## src/rtl/life_seq.sv

```systemverilog
// life_seq: generation sequencer for the Life cell array.
//
// Runs the free-running cell-scan counter. Turns key-bus edges into step, run/pause and
// clear commands, and schedules whole-frame GEN and CLR passes. Every pass starts on a
// frame boundary.
//
// Ports:
//   clk       clock
//   reset     asynchronous reset, active-high
//   keys      current key code (level); 0 means no key
//   cnt       cell scan address, +1 every cycle, wraps (shared with display refresh)
//   gen_en    high for every cycle of a GEN frame
//   clr_en    high for every cycle of a CLR frame
//   running   run mode active
//   busy      gen_en | clr_en
//   gen_done  one-cycle pulse at cnt==0 after each GEN frame
//   gen_cnt   generations completed since last clear
module life_seq #(
  parameter int unsigned LOG2X    = 3,
  parameter int unsigned LOG2Y    = 3,
  parameter logic [2:0]  KEY_STEP = 3'd1,
  parameter logic [2:0]  KEY_RUN  = 3'd2,
  parameter logic [2:0]  KEY_CLR  = 3'd3,
  parameter int unsigned RATE     = 4,
  parameter int unsigned GW       = 16
) (
  input  logic                   clk,
  input  logic                   reset,
  input  logic [2:0]             keys,
  output logic [LOG2X+LOG2Y-1:0] cnt,
  output logic                   gen_en,
  output logic                   clr_en,
  output logic                   running,
  output logic                   busy,
  output logic                   gen_done,
  output logic [GW-1:0]          gen_cnt
);

  localparam int unsigned CW = LOG2X + LOG2Y;
  localparam int unsigned DW = (RATE > 1) ? $clog2(RATE) : 1;
  localparam logic [DW-1:0] DivLast = DW'(RATE - 1);

  typedef enum logic [1:0] {StIdle, StGen, StClr} state_e;

  state_e          state_q, state_d;
  logic [CW-1:0]   cnt_q;
  logic [2:0]      kprev_q;
  logic            step_pend_q, step_pend_d;
  logic            clr_pend_q, clr_pend_d;
  logic            running_q, running_d;
  logic [DW-1:0]   div_q, div_d;
  logic [GW-1:0]   gen_cnt_q, gen_cnt_d;
  logic            gen_done_q, gen_done_d;

  logic frame_last;
  logic press_step, press_run, press_clr;

  assign frame_last = &cnt_q;
  assign press_step = (keys == KEY_STEP) && (kprev_q != KEY_STEP);
  assign press_run  = (keys == KEY_RUN)  && (kprev_q != KEY_RUN);
  assign press_clr  = (keys == KEY_CLR)  && (kprev_q != KEY_CLR);

  always_comb begin
    state_d     = state_q;
    step_pend_d = step_pend_q;
    clr_pend_d  = clr_pend_q;
    running_d   = running_q;
    div_d       = div_q;
    gen_cnt_d   = gen_cnt_q;
    gen_done_d  = 1'b0;

    if (frame_last) begin
      case (state_q)
        StIdle: begin
          if (clr_pend_q) begin
            state_d    = StClr;
            clr_pend_d = 1'b0;
          end else if (step_pend_q) begin
            state_d     = StGen;
            step_pend_d = 1'b0;
          end else if (running_q) begin
            if (div_q == DivLast) begin
              state_d = StGen;
              div_d   = '0;
            end else begin
              div_d = div_q + 1'b1;
            end
          end
        end
        StGen: begin
          state_d    = StIdle;
          gen_cnt_d  = gen_cnt_q + 1'b1;
          gen_done_d = 1'b1;
        end
        StClr: begin
          state_d   = StIdle;
          gen_cnt_d = '0;
          div_d     = '0;
        end
        default: state_d = StIdle;
      endcase
    end

    // Presses are applied after the frame decision so a press landing on frame_last
    // is latched for the next frame instead of being consumed or lost.
    if (press_step && !running_q) begin
      step_pend_d = 1'b1;
    end
    if (press_run) begin
      running_d = ~running_q;
      div_d     = '0;
    end
    if (press_clr) begin
      clr_pend_d = 1'b1;
      running_d  = 1'b0;
    end
  end

  always_ff @(posedge clk or posedge reset) begin
    if (reset) begin
      state_q     <= StIdle;
      cnt_q       <= '0;
      kprev_q     <= '0;
      step_pend_q <= 1'b0;
      clr_pend_q  <= 1'b0;
      running_q   <= 1'b0;
      div_q       <= '0;
      gen_cnt_q   <= '0;
      gen_done_q  <= 1'b0;
    end else begin
      state_q     <= state_d;
      cnt_q       <= cnt_q + 1'b1;
      kprev_q     <= keys;
      step_pend_q <= step_pend_d;
      clr_pend_q  <= clr_pend_d;
      running_q   <= running_d;
      div_q       <= div_d;
      gen_cnt_q   <= gen_cnt_d;
      gen_done_q  <= gen_done_d;
    end
  end

  assign cnt      = cnt_q;
  assign gen_en   = (state_q == StGen);
  assign clr_en   = (state_q == StClr);
  assign busy     = gen_en | clr_en;
  assign running  = running_q;
  assign gen_done = gen_done_q;
  assign gen_cnt  = gen_cnt_q;

endmodule

```

## config.mk

```make
export PLATFORM = sky130hd
export DESIGN_NAME = life_seq
export DESIGN_NICKNAME = d
export VERILOG_FILES = /design/src/rtl/life_seq.sv
export SDC_FILE = /design/constraint.sdc
export NUM_CORES = 1
export LEC_CHECK = 0
export ABC_AREA = 0
export CORE_MARGIN = 3
export CORE_UTILIZATION = 40
export CTS_BUF_LIST = sky130_fd_sc_hd__clkbuf_8
export DETAILED_ROUTE_END_ITERATION = 6
export HOLD_SLACK_MARGIN = 0.02
export PLACE_DENSITY = 0.73
export SLEW_MARGIN = 20
export SYNTH_ARGS = -nofsm -noshare
export SYNTH_HDL_FRONTEND = slang
export SYNTH_SLANG_ARGS = --single-unit
export TNS_END_PERCENT = 1
```

## constraint.sdc

```tcl
create_clock -name clk -period 2.7 [get_ports clk]
set_input_delay 0.27 -clock clk [delete_from_list [all_inputs] [get_ports clk]]
set_output_delay 0.27 -clock clk [all_outputs]
set_load 0.01 [all_outputs]
```

==> flow_summary.json <==
{
  "detailed_place_hpwl_um": 2460,
  "synth_area_per_cell_um2": 10.3,
  "cts.sinks": 33,
  "grt_use_total_pct": 14.6,
  "worstPathRequired_ps": 2900,
  "vertical_extent_of_the_die_um": 69.6,
  "grt_max_degree": 34,
  "hold_viol_final": 0,
  "clkLatencyLatePin_ps": 280,
  "startpoint_kind_of_the_worst_setup_timing_path": "register",
  "critical_path_peak_fanout": 8,
  "detail_route.wirelength_um": 3390,
  "non_filler_instance_count_after_layout": 241,
  "gp_routability_congestion": 0.798,
  "post_cts.repair.setup_buffers": 0,
  "setup_viol_count_final": 0,
  "detailroute.wirelength.met3_um": 209,
  "dr.first_iter.drc_count": 35,
  "area_added_between_synthesis_and_finish_pct": 28.1,
  "outcome": "finished, final reports clean",
  "max_slew.worst_pin.slew_ps": 499,
  "post_cts_hold_buffer_count": 0,
  "timing.final.ws_setup_ps": 477,
  "filler_cell_count": 329,
  "cts_buf_count": 5,
  "max-clock-path-buffers": 2,
  "yosysWarnings": 0,
  "power_density_mw_per_mm2": 447,
  "ant_nets": 0,
  "yosysTopAreaCellShare_pct": 51.0,
  "proportion_of_layout_cells_with_a_drive_suffix_above_1_pct": 7.25,
  "post_synth_main_area_contributors": "sky130_fd_sc_hd__dfrtp_1 (51%), sky130_fd_sc_hd__ha_1 (4.6%), sky130_fd_sc_hd__xnor2_1 (4.3%)",
  "yosys.area.top_type": "sky130_fd_sc_hd__dfrtp_1",
  "first_pass_grt_wire_length_um": 5710,
  "worstPathArrival_ps": 2420,
  "h_tree_depth_reported_by_cts": 2,
  "dr.max_layer_used": "met4",
  "finish.utilization_pct": 55.0,
  "yosys_register_bits": 33,
  "met1_length_um": 1450,
  "synth-seq-area-share_pct": 51.0,
  "worst_hold_path_type": "primary input to asynchronous set/reset pin",
  "antenna_found_initial": 0,
  "cap_viol_max_count": 0,
  "detailroute.wirelength.met2_um": 1690,
  "setup_tns_ps": 0,
  "num_antenna_cells": 0,
  "cts_tree": "yes",
  "syn-cell-area_mm2": 0.00162,
  "clk_transition_reported_paths_ps": 60,
  "leakage_nw": 0.867,
  "route.vias.total": 1327,
  "drv_slew": 0,
  "rows": 22,
  "post_drt_wl_per_cell_um": 14.1,
  "min_period_over_period_pct": 82.3,
  "max_slew_margin_pct": 66.3,
  "final.hold.worst_slack_ps": 372,
  "min_period_ps": 2220,
  "fp.dieW_um": 69.6,
  "setup.worst_path.end_class": "register",
  "dp.cells": 234,
  "vias_in_the_first_global_route": 1280,
  "worstSetupPathType": "register to register",
  "finalNetCount": 204,
  "synth.distinct_cells": 39,
  "initial_utilization_pct": 42.9,
  "timing.rr.start": "state_q[0]$_DFFE_PP0P_",
  "clock-root-buffer": "sky130_fd_sc_hd__clkbuf_8",
  "dieArea_mm2": 0.00485,
  "drc_errors": 0,
  "place.port_buffers": 31,
  "netlist_instances": 157,
  "io-pin-count": 32,
  "critical_path.startpoint": "state_q[0]$_DFFE_PP0P_",
  "post-place-ws_ps": 500,
  "setup_repair_after_global_routing_missed_its_margin": "no",
  "post_cts.resized_instances": 0,
  "gr-total-overflow": 0,
  "vdd.ir_drop.worst_mv": 0.327,
  "synthesis.nets": 168,
  "average_vias_per_placed_instance": 5.51,
  "core_area_mm2": 0.00377,
  "fmax_mhz": 450,
  "fin_worst_skew_ps": 7.50,
  "detailedRoute.firstPassIterationCount": 6
}
## registers in the layout (all words and copies together) (netlist names)
register,count
gen_cnt,16
cnt,6
kprev_q,3
div_q,2
state_q,2
clr_pend_q,1
gen_done,1
running,1
step_pend_q,1
## layout by cell type, fill, tap and decap left out, drive strengths merged
cell | Yosys | final
dfrtp | 33 | 33
clkdlybuf4s50 | 0 | 31
o21ai | 11 | 11
nand3 | 10 | 10
nor2 | 10 | 10
a21oi | 9 | 9
or3 | 9 | 9
inv | 7 | 8
nand2 | 8 | 8
xnor2 | 8 | 8
ha | 6 | 6
clkbuf | 3 | 6
nand4 | 6 | 6
nor3 | 3 | 3
nor4 | 3 | 3
nor2b | 3 | 3
and3 | 3 | 3
a21o | 2 | 2
nand2b | 2 | 2
xor2 | 2 | 2
mux2i | 2 | 2
buf | 1 | 2
and4 | 2 | 2
or4 | 2 | 2
and3b | 1 | 1
nor4b | 1 | 1
or4b | 1 | 1
nor3b | 1 | 1
a31o | 1 | 1
a31oi | 1 | 1
o41ai | 1 | 1
and2 | 1 | 1
a2bb2oi | 1 | 1
a2111oi | 1 | 1
nor4bb | 1 | 1
o2111a | 1 | 1
## synthesized netlist by cell type (all sizes together)
master and n:
o41ai 1, nor4b 1, or3 9, nor4bb 1
nand2 8, and2 1, a2111oi 1, nor3 3
clkbuf 3, or4 2, inv 7, dfrtp 33
o21ai 11, a31oi 1, a2bb2oi 1, mux2i 2
nand2b 2, nand4 6, or4b 1, a21o 2
nor3b 1, and3 3, nor2 10, a31o 1
nor2b 3, xor2 2, nand3 10, a21oi 9
nor4 3, and4 2, ha 6, xnor2 8
and3b 1, o2111a 1, buf 1
## worst paths after layout
path                                                 to  slack (ps)  cells after the start
worst max-delay path            gen_cnt[13]$_DFFE_PP0P_         480                      6
worst max register to register  gen_cnt[13]$_DFFE_PP0P_         480                      6
worst min register to register     div_q[1]$_DFFE_PP0P_         530                      2
min in group clk                   kprev_q[1]$_DFF_PP0_         480                      1
max in group asynchronous              cnt[3]$_DFF_PP0_        2020                      3
worst min-delay path            gen_cnt[12]$_DFFE_PP0P_         370                      3
## kinds of logic (layout without fill, tap and decap cells)
kind of cell	Yosys count	after routing	synth area share, %
xor+xnor	10	10	5.41
buf+inv	11	47	2.63
simple gates	67	67	24.7
flops	33	33	51.0
compound gates	28	28	10.4
mux	2	2	1.24
fa+ha+maj	6	6	4.64
## critical path: stages, from the launching register on
cell and delay (ps):
sky130_fd_sc_hd__dfrtp_1 380, sky130_fd_sc_hd__inv_1 80, sky130_fd_sc_hd__ha_1 370, sky130_fd_sc_hd__nand4_4 130, sky130_fd_sc_hd__or4_1 640, sky130_fd_sc_hd__or3_1 380, sky130_fd_sc_hd__a21oi_1 160
## per-layer routing
metal  vias to the layer above  GRT usage [%]
met1                       645           17.0
li1                        638              -
met3                         7           6.09
met4                         0           4.47
met2                        37           24.5
met5                         -              0
## stage by stage
| stage | total power, mW | instance area [um2] |
|---|---|---|
| 2_1_floorplan | 0.544 | 1620 |
| 3_3_place_gp | 0.572 | 1990 |
| 3_5_place_dp | 0.572 | 1990 |
| 4_1_cts | 0.942 | 2070 |
| 5_1_grt | 0.965 | 2070 |
| 6_report | 0.927 | 2070 |
## layout make-up
class                           count  area (um2)  share of cell area, %
Sequential cell                    33         826                   39.8
Multi-Input combinational cell    113         751                   36.2
Timing Repair Buffer               33         325                   15.7
Clock buffer                        6        82.6                   3.98
Tap cell                           48        60.1                   2.90
Inverter                            7        26.3                   1.27
Clock inverter                      1        3.75                  0.181
## report_power, final
part,internal [mW],total [mW],leakage (nW),switching (mW)
clock,0.198,0.364,0.0485,0.166
combinational,0.0262,0.0482,0.391,0.0219
sequential,0.503,0.515,0.428,0.0117
total,0.728,0.927,0.867,0.199
Note: power is estimated with default switching activity, not from simulation.
